File: config.mk
export PLATFORM = sky130hd
export DESIGN_NAME = mdio_arbiter_flat
export DESIGN_NICKNAME = d
export VERILOG_FILES = /design/src/rtl/mdio_arbiter_if.sv /design/src/rtl/mdio_arbiter.sv /design/src/flat_wrapper.sv
export SDC_FILE = /design/constraint.sdc
export NUM_CORES = 1
export LEC_CHECK = 0
export BUFFER_PORTS_ARGS = -buffer_cell sky130_fd_sc_hd__buf_2
export CORE_MARGIN = 5
export CORE_UTILIZATION = 30
export CTS_BUF_LIST = sky130_fd_sc_hd__clkbuf_16
export DETAILED_ROUTE_END_ITERATION = 12
export SKIP_LAST_GASP = 1
export SYNTH_ARGS = -nofsm -noshare
export SYNTH_HDL_FRONTEND = slang
export SYNTH_SLANG_ARGS = --single-unit
File: constraint.sdc
create_clock -name clk_i -period 6.6 [get_ports clk_i]
set_clock_uncertainty 0.1 [all_clocks]
set_input_delay 0.33 -clock clk_i [delete_from_list [all_inputs] [get_ports clk_i]]
set_output_delay 0.33 -clock clk_i [all_outputs]
set_load 0.05 [all_outputs]
File: src/rtl/mdio_arbiter_if.sv
`default_nettype none
// +--------------------------------------------------------------------------+
// | mdio_arbiter_if : per-lane request/response bus of the MDIO arbiter      |
// | Revision        : 1.0                                                    |
// +--------------------------------------------------------------------------+
interface mdio_arbiter_if;
  logic [7:0]   req_i;
  logic [15:0]  cmd_op_i;
  logic [39:0]  cmd_devad_i;
  logic [127:0] cmd_data_i;
  logic [7:0]   gnt_o;
  logic [7:0]   rsp_valid_o;
  logic [15:0]  rsp_data_o;
  logic         busy_o;

  modport master (
    output req_i, cmd_op_i, cmd_devad_i, cmd_data_i,
    input  gnt_o, rsp_valid_o, rsp_data_o, busy_o
  );

  modport slave (
    input  req_i, cmd_op_i, cmd_devad_i, cmd_data_i,
    output gnt_o, rsp_valid_o, rsp_data_o, busy_o
  );
endinterface
`default_nettype wire

File: src/rtl/mdio_arbiter.sv
`default_nettype none
// +--------------------------------------------------------------------------+
// | mdio_arbiter : round-robin clause-45 MDIO master shared by eight lanes   |
// | Option       : define MDIO_PREAMBLE_EN for a 32-bit preamble (N=64)      |
// | Revision     : 1.0                                                       |
// +--------------------------------------------------------------------------+
module mdio_arbiter #(
  parameter int unsigned CLK_DIV = 8,
  parameter logic [4:0]  PRTAD   = 5'd0
) (
  input  wire logic       clk_i,
  input  wire logic       reset_i,
  mdio_arbiter_if.slave   bus,
  output logic            mdc_o,
  output logic            mdio_o,
  output logic            mdio_oe_o,
  input  wire logic       mdio_i,
  output logic [2:0]      mdio_sel_o
);

`ifdef MDIO_PREAMBLE_EN
  localparam int unsigned N = 64;
`else
  localparam int unsigned N = 32;
`endif
  localparam logic [5:0] C_LAST_BIT = 6'(N - 1);
  localparam logic [5:0] C_TA_BIT   = 6'(N - 18);
  localparam logic [5:0] C_DATA_BIT = 6'(N - 16);
  localparam logic [7:0] C_DIV_LAST = 8'(CLK_DIV - 1);

  typedef enum logic [1:0] {IDLE = 2'd0, SHIFT = 2'd1, DONE = 2'd2} state_t;

  state_t       state_q;
  logic [2:0]   ptr_q, sel_q;
  logic [1:0]   op_q;
  logic [N-1:0] shreg_q;
  logic [15:0]  rdata_q, rsp_data_q;
  logic [5:0]   bit_q;
  logic [7:0]   div_q, rsp_valid_q;
  logic         mdc_q, mdio_q, oe_q, busy_q;

  logic         w_found, w_grant;
  logic [2:0]   w_idx, w_cand;
  logic [5:0]   w_dv_base;
  logic [1:0]   w_op;
  logic [4:0]   w_devad;
  logic [15:0]  w_data;
  logic [31:0]  w_core;
  logic [N-1:0] w_frame;

  // First requesting lane at or after the pointer, wrapping 7 -> 0.
  always_comb begin
    w_found = 1'b0;
    w_idx   = ptr_q;
    w_cand  = ptr_q;
    for (int i = 0; i < 8; i++) begin
      w_cand = ptr_q + 3'(i);
      if (!w_found && bus.req_i[w_cand]) begin
        w_found = 1'b1;
        w_idx   = w_cand;
      end
    end
  end

  assign w_grant   = (state_q == IDLE) && w_found && !reset_i;
  assign w_dv_base = 6'(w_idx) * 6'd5;
  assign w_op      = bus.cmd_op_i[{w_idx, 1'b0} +: 2];
  assign w_devad   = bus.cmd_devad_i[w_dv_base +: 5];
  assign w_data    = bus.cmd_data_i[{w_idx, 4'b0000} +: 16];

  // Reads carry ones in TA/DATA so the released line idles high.
  assign w_core = w_op[1] ? {2'b00, w_op, PRTAD, w_devad, 2'b11, 16'hFFFF}
                          : {2'b00, w_op, PRTAD, w_devad, 2'b10, w_data};
`ifdef MDIO_PREAMBLE_EN
  assign w_frame = {32'hFFFF_FFFF, w_core};
`else
  assign w_frame = w_core;
`endif

  assign bus.gnt_o       = w_grant ? (8'd1 << w_idx) : 8'd0;
  assign mdio_sel_o      = w_grant ? w_idx : sel_q;
  assign bus.rsp_valid_o = rsp_valid_q;
  assign bus.rsp_data_o  = rsp_data_q;
  assign bus.busy_o      = busy_q;
  assign mdc_o           = mdc_q;
  assign mdio_o          = mdio_q;
  assign mdio_oe_o       = oe_q;

  always_ff @(posedge clk_i) begin
    if (reset_i) begin
      state_q     <= IDLE;
      ptr_q       <= 3'd0;
      sel_q       <= 3'd0;
      op_q        <= 2'b00;
      shreg_q     <= '0;
      rdata_q     <= 16'h0000;
      rsp_data_q  <= 16'h0000;
      rsp_valid_q <= 8'h00;
      bit_q       <= 6'd0;
      div_q       <= 8'd0;
      mdc_q       <= 1'b0;
      mdio_q      <= 1'b1;
      oe_q        <= 1'b0;
      busy_q      <= 1'b0;
    end else begin
      rsp_valid_q <= 8'h00;
      case (state_q)
        IDLE: begin
          if (w_grant) begin
            state_q <= SHIFT;
            sel_q   <= w_idx;
            ptr_q   <= w_idx + 3'd1;
            op_q    <= w_op;
            shreg_q <= w_frame << 1;
            mdio_q  <= w_frame[N-1];
            oe_q    <= 1'b1;
            mdc_q   <= 1'b0;
            div_q   <= 8'd0;
            bit_q   <= 6'd0;
            rdata_q <= 16'h0000;
            busy_q  <= 1'b1;
          end
        end
        SHIFT: begin
          // Capture on the first high cycle of each read DATA bit.
          if (mdc_q && (div_q == 8'd0) && op_q[1] && (bit_q >= C_DATA_BIT)) begin
            rdata_q <= {rdata_q[14:0], mdio_i};
          end
          if (div_q != C_DIV_LAST) begin
            div_q <= div_q + 8'd1;
          end else begin
            div_q <= 8'd0;
            if (!mdc_q) begin
              mdc_q <= 1'b1;
            end else if (bit_q == C_LAST_BIT) begin
              state_q     <= DONE;
              mdc_q       <= 1'b0;
              mdio_q      <= 1'b1;
              oe_q        <= 1'b0;
              rsp_valid_q <= 8'd1 << sel_q;
              rsp_data_q  <= op_q[1] ? rdata_q : 16'h0000;
            end else begin
              mdc_q   <= 1'b0;
              bit_q   <= bit_q + 6'd1;
              mdio_q  <= shreg_q[N-1];
              shreg_q <= shreg_q << 1;
              oe_q    <= !(op_q[1] && ((bit_q + 6'd1) >= C_TA_BIT));
            end
          end
        end
        DONE: begin
          state_q <= IDLE;
          busy_q  <= 1'b0;
        end
        default: state_q <= IDLE;
      endcase
    end
  end

endmodule
`default_nettype wire
File: src/flat_wrapper.sv
// flat-port wrapper written by rule: the top's interface ports become plain ports
module mdio_arbiter_flat 
#(
  parameter int unsigned CLK_DIV = 8,
  parameter logic [4:0]  PRTAD   = 5'd0
)
  (clk_i, reset_i, mdc_o, mdio_o, mdio_oe_o, mdio_i, mdio_sel_o, bus_req_i, bus_cmd_op_i, bus_cmd_devad_i, bus_cmd_data_i, bus_gnt_o, bus_rsp_valid_o, bus_rsp_data_o, bus_busy_o);
  mdio_arbiter_if bus_i ();
  input  wire logic clk_i;
  input  wire logic reset_i;
  output logic mdc_o;
  output logic mdio_o;
  output logic mdio_oe_o;
  input  wire logic mdio_i;
  output logic [2:0] mdio_sel_o;
  input wire logic [$bits(bus_i.req_i)-1:0] bus_req_i;
  input wire logic [$bits(bus_i.cmd_op_i)-1:0] bus_cmd_op_i;
  input wire logic [$bits(bus_i.cmd_devad_i)-1:0] bus_cmd_devad_i;
  input wire logic [$bits(bus_i.cmd_data_i)-1:0] bus_cmd_data_i;
  output wire logic [$bits(bus_i.gnt_o)-1:0] bus_gnt_o;
  output wire logic [$bits(bus_i.rsp_valid_o)-1:0] bus_rsp_valid_o;
  output wire logic [$bits(bus_i.rsp_data_o)-1:0] bus_rsp_data_o;
  output wire logic [$bits(bus_i.busy_o)-1:0] bus_busy_o;
  assign bus_i.req_i = bus_req_i;
  assign bus_i.cmd_op_i = bus_cmd_op_i;
  assign bus_i.cmd_devad_i = bus_cmd_devad_i;
  assign bus_i.cmd_data_i = bus_cmd_data_i;
  assign bus_gnt_o = bus_i.gnt_o;
  assign bus_rsp_valid_o = bus_i.rsp_valid_o;
  assign bus_rsp_data_o = bus_i.rsp_data_o;
  assign bus_busy_o = bus_i.busy_o;
  mdio_arbiter #(.CLK_DIV(CLK_DIV), .PRTAD(PRTAD)) u_core (.clk_i(clk_i), .reset_i(reset_i), .bus(bus_i), .mdc_o(mdc_o), .mdio_o(mdio_o), .mdio_oe_o(mdio_oe_o), .mdio_i(mdio_i), .mdio_sel_o(mdio_sel_o));
endmodule
=== Yosys cells after proc, flatten, opt, wreduce, memory -nomap -nowiden ===
Cells that the tools add are included.
Widths: inputs -> output; s select.

* $add $sub $neg: 10
* Multiply operators: 1
* Magnitude comparators: 10
* Equal/unequal tests: 10
* Shift-type cells: 5
* Multiplexer cells: 71
* Bitwise operators: 4
* Reduce and logical (&&, ||, !) cells: 36

{| class="wikitable"
|+ Operator list
! kind !! count
|-
| $mux 32 || 4
|-
| $shiftx 128x8->16 || 1
|-
| $pmux 32 s2 || 1
|-
| $mux 16 || 3
|-
| $shiftx 40x7->5 || 1
|-
| $lt 3x4->1 const B || 8
|-
| $pmux 16 s2 || 1
|-
| $mux 30 || 1
|-
| $mux 1 || 27
|-
| $bmux 1 s3 || 8
|-
| $mux 3 || 8
|-
| $mux 6 || 4
|-
| $mux 8 || 3
|-
| $pmux 8 s2 || 1
|-
| $shiftx 16x5->2 || 1
|-
| $shl 1x3->8 const A || 2
|-
| $logic_and 1x1->1 || 13
|-
| $add 3x3->3 const B || 4
|-
| $pmux 6 s2 || 1
|-
| $reduce_and 4->1 || 3
|-
| $logic_not 1->1 || 9
|-
| $add 8x1->8 const B || 1
|-
| $logic_not 8->1 || 1
|-
| $mux 2 || 4
|-
| 21 further kinds || 37
|}

* Bits in registers: 100
* Input bits: 195
* Output and inout bits: 39
* Logic and storage cells: 161

=== Longest topological paths before layout ===
* Depth after elaboration: 29
* Gate-level depth with buffers: 19
* Gate-level depth less buffers: 13

=== Worst setup path after synthesis ===
Ideal clock, no wire load.

* Path kind: register to output
* Start: register u_core.ptr_q[1]
* End: output mdio_sel_o[2]
* Arrival: 5.093 ns
* Data required time: 6.170 ns
* Setup slack: 1.077 ns
* Stages on the path, launching flop included: 17
* Path through: dfxtp_1 buf_1 inv_1 ha_1 buf_2 mux4_2 mux2_2 or4_4 or2_0 buf_2 a211o_1 nand2_2 buf_6 buf_6 buf_6 inv_1 o21ai_0

* Cells in the longest elaborated chain, start to end: 27
* Elaborated cells between the ends (all ways): 55
* Those cells by class: 7 x add/sub; 32 x mux; 16 x reduce/logical

{| class="wikitable"
|+ RTL lines
! what !! line !! RTL
|-
| from (decl) || mdio_arbiter.sv:34 || <nowiki>logic [2:0] ptr_q, sel_q;</nowiki>
|-
| from (signal assigned) || mdio_arbiter.sv:112 || <nowiki>ptr_q <= w_idx + 3'd1;</nowiki>
|-
| branches (longest 26 deep; another with $add 3x1->3) || - ||
|-
| $mux 3 (*) || - ||
|-
| to (decl) || flat_wrapper.sv:15 || <nowiki>output logic [2:0] mdio_sel_o;</nowiki>
|}

Every way passes the cells marked *. The select of a mux whose other input is x is not followed.

=== Worst setup path after layout ===
* Start: register u_core.ptr_q[0]
* End: output bus_gnt_o[3]

* Cells in the longest elaborated chain, start to end: 27
* Elaborated cells between the ends (all ways): 56
* Those cells by class: 7 x add/sub; 1 x shift; 32 x mux; 16 x reduce/logical

{| class="wikitable"
|+ RTL lines
! what !! line !! RTL
|-
| branches (longest 26 deep; another with $add 3x1->3) || - ||
|-
| $mux 8 (*) || mdio_arbiter.sv:80 || <nowiki>assign bus.gnt_o = w_grant ? (8'd1 << w_idx) : 8'd0;</nowiki>
|-
| to (decl) || flat_wrapper.sv:20 || <nowiki>output wire logic [$bits(bus_i.gnt_o)-1:0] bus_gnt_o;</nowiki>
|}

Marks and branches as above.

==> reports/metrics.yaml <==
rsz0062_at_grt: "no"
syn2layout_area_growth_pct: 23.99
synth_ff_type: "dfxtp_1"
timing.setup.tns_ns: 0
avgSynthCellArea_um2: 8.762
ys_warn_count: 0
grt_pass1_vias: 6758
max-cap-violations: 0
final-setup-viol-count: 0
die-height_um: 159.3
fill_cells: 2280
postLayoutSetupSlackWorst_ns: 0.6292
synth_edf_count: 0
syn_inst: 763
nets: 1169
cp.arrival_ns: 5.54
worstPathRequired_ns: 6.17
htree_levels: 3
clock-sinks: 98
leakagePower_uw: 0.003465
utilization: 0.3787
post-route-min-period_ns: 5.971
remaining_drc_errors: 0
ys_ff_latch: 98
clockBufferDepth: 2
worstHoldPathType: "input port to flip-flop"
io_pins: 234
portBuffers: 233
die_w_um: 159.3
synth_cell_types: 66
clk_latency_ns: 0.35
antenna_cells: 0
rows: 54
path_max_fanout: 41
hold_violations: 0
relSlewSlack: 0.3551
dp_hpwl_um: 16730
synthArstFlopShare: 0
grt_first_pass_wirelength_um: 35190
p_per_area_nw_per_um2: 445.3
drive_gt1_frac: 0.3506
cp-start-kind: "flip-flop"
via_count: 6631
gp_congestion: 0.9100
timing.fmax_ghz: 0.1675
layout.area.seq_um2: 1962
dr.pass1.iters: 5
synth_nets: 970
maxSlewViolCount: 0
numCtsBuffers: 9
pre_cts_ws_ns: 0.4150
die_area_um2: 25370
instances_no_fill: 1247
grt_max_degree: 88
clock-root-buffer: "clkbuf_16"
crit_path_end_kind: "output port"
start_util: 0.3054
rrSetupSlack_ns: 0.74
antenna_found_initial: 0
core_um2: 21890
synth.cell_area_um2: 6685
path_clk_slew_ns: 0.07
status: "finished clean"
cts_tree: "done"
min_period_over_period: 0.9047
tightest_slew_ns: 0.9673
power.total_uw: 3692
wire_per_inst_um: 17.38
dp_cells: 1231
cts_setup_buffers: 0
drt-total-wl_um: 21670
vias_per_cell: 5.318
overflow: 0
track_usage: 0.1654
initialDrtViolationCount: 467
yosysSeqAreaShare: 0.2935
final_antenna_net_count: 0
crit_type: "flip-flop to output port"
ir_drop_mv: 0.2365
multi_input_area_um2: 4355
==> cell usage in the layout, fill, tap and decap left out, drive strengths merged, types with 6 or more instances in the layout <==
cell    Yosys  routed
buf        23     249
dfxtp      98      98
mux2i      67      67
nand2      67      67
a21oi      60      60
nor2       51      51
nand3      47      47
mux2       39      39
a22oi      26      26
o22ai      23      23
o21ai      22      22
and3       21      21
mux4       20      20
a31oi      17      17
a21o       17      17
inv        14      17
a221o      16      16
ha         12      12
nor3       10      10
clkbuf     38       9
and2        6       6
nor4        6       6
==> where the power goes <==
| part | switching (µW) | leakage (µW) | total [µW] | internal (µW) |
|---|---|---|---|---|
| clock | 244 | 0.000127 | 502 | 258 |
| combinational | 1370 | 0.00254 | 2440 | 1070 |
| sequential | 70.1 | 0.000799 | 745 | 675 |
| total | 1690 | 0.00347 | 3690 | 2010 |
==> cell type report <==
cell class                 instances  share of cell area
clock buffer                       9             0.02717
clock inverter                     7            0.006491
inverter                          15            0.006792
multi-input combinational        589              0.5254
sequential                        98              0.2367
tap                              280             0.04226
timing repair buffer             249              0.1552
==> per-stage QoR <==
step                      cell area, µm²  hold slack [ns]
after floorplan                     6685           0.3325
after global placement              8008           0.3373
after detailed placement            8008           0.3430
after CTS                           8287           0.1274
after global routing                8289           0.1303
final                               8289           0.1416
==> cells by family after synthesis <==
family / after synthesis / share of synthesized area
AND/OR/NAND/NOR: 230 / 0.1643
AO/OA/AOI/OAI: 216 / 0.2214
multiplexers: 126 / 0.2334
flip-flops: 98 / 0.2935
buffers and inverters: 76 / 0.05727
adder cells (fa/ha/maj): 12 / 0.02246
XOR/XNOR: 5 / 0.007675
==> sequential cells by signal, indices dropped and copies added (netlist names) <==
signal	cells
u_core.ptr_q	3
u_core.mdio_oe_o	1
u_core.bus.busy_o	1
u_core.mdc_o	1
u_core.op_q	1
u_core.bit_q	6
u_core.sel_q	3
u_core.bus.rsp_data_o	16
u_core.bus.rsp_valid_o	8
u_core.div_q	8
u_core.shreg_q	31
u_core.state_q	2
u_core.mdio_o	1
u_core.rdata_q	16
==> path summary, 6_finish.rpt <==
check        cells after the start                       from                         to
max                             13            u_core.ptr_q[0]               bus_gnt_o[3]
min                              3                     mdio_i          u_core.rdata_q[0]
max reg2reg                     14            u_core.ptr_q[0]             u_core.op_q[1]
min reg2reg                      2  u_core.bus.rsp_data_o[11]  u_core.bus.rsp_data_o[11]
==> critical path, stage by stage (launching register included) <==
cell and delay, ns:
dfxtp_1 0.31, buf_4 0.23, clkinv_1 0.29, ha_1 0.88
mux4_2 0.61, mux2_2 0.31, or4_4 0.55, nor3b_1 0.46
a211o_1 0.33, nand2_4 0.36, inv_1 0.26, ha_1 0.16
and3_1 0.15, buf_2 0.26
==> repair_timing <==
item                                   in CTS  in global routing
hold buffers                                0                  0
setup endpoints to repair                   0                 16
gates resized for setup                     0                  1
endpoints found under the hold margin       0                  0
==> per-layer routing <==
layer	share of wire	track usage	up-vias
met1	0.42	0.2060	3064
met3	0.059	0.03779	31
li1	-	-	3288
met4	0.026	0.04886	0
met5	0	0	-
met2	0.49	0.2855	248
==> Yosys cell counts, types with 2 or more instances <==
master	instances	area, µm²
a22oi_2	2	25.02
a211oi_1	5	37.54
inv_1	13	48.80
a21oi_1	60	300.3
clkbuf_1	38	142.6
and2_1	6	37.54
a221oi_1	2	17.52
or4_1	2	15.01
mux2i_1	67	670.6
a31oi_1	17	106.4
mux2_2	39	439.2
xor2_1	2	17.52
o211ai_1	4	30.03
nand2_1	64	240.2
mux4_2	20	450.4
buf_2	9	45.04
nor3b_1	5	37.54
o311ai_0	2	17.52
buf_1	2	7.510
nor4_1	6	37.54
and3_1	21	131.4
a21o_1	17	127.6
ha_1	12	150.1
nand2_2	3	18.77
o22ai_1	22	137.6
a32oi_1	3	26.28
o21ai_0	21	105.1
buf_4	3	22.52
dfxtp_1	98	1962
nor2_1	51	191.4
a311oi_1	2	17.52
nand2b_1	2	12.51
nand4_1	4	25.02
a221o_1	16	160.2
nor3_1	10	50.05
nand3_1	47	235.2
a22oi_1	24	180.2
buf_8	2	30.03
nor2b_1	4	25.02
xnor2_1	2	17.52
buf_6	7	78.83
a211o_1	3	26.28
(Power assumes the default switching activity.)
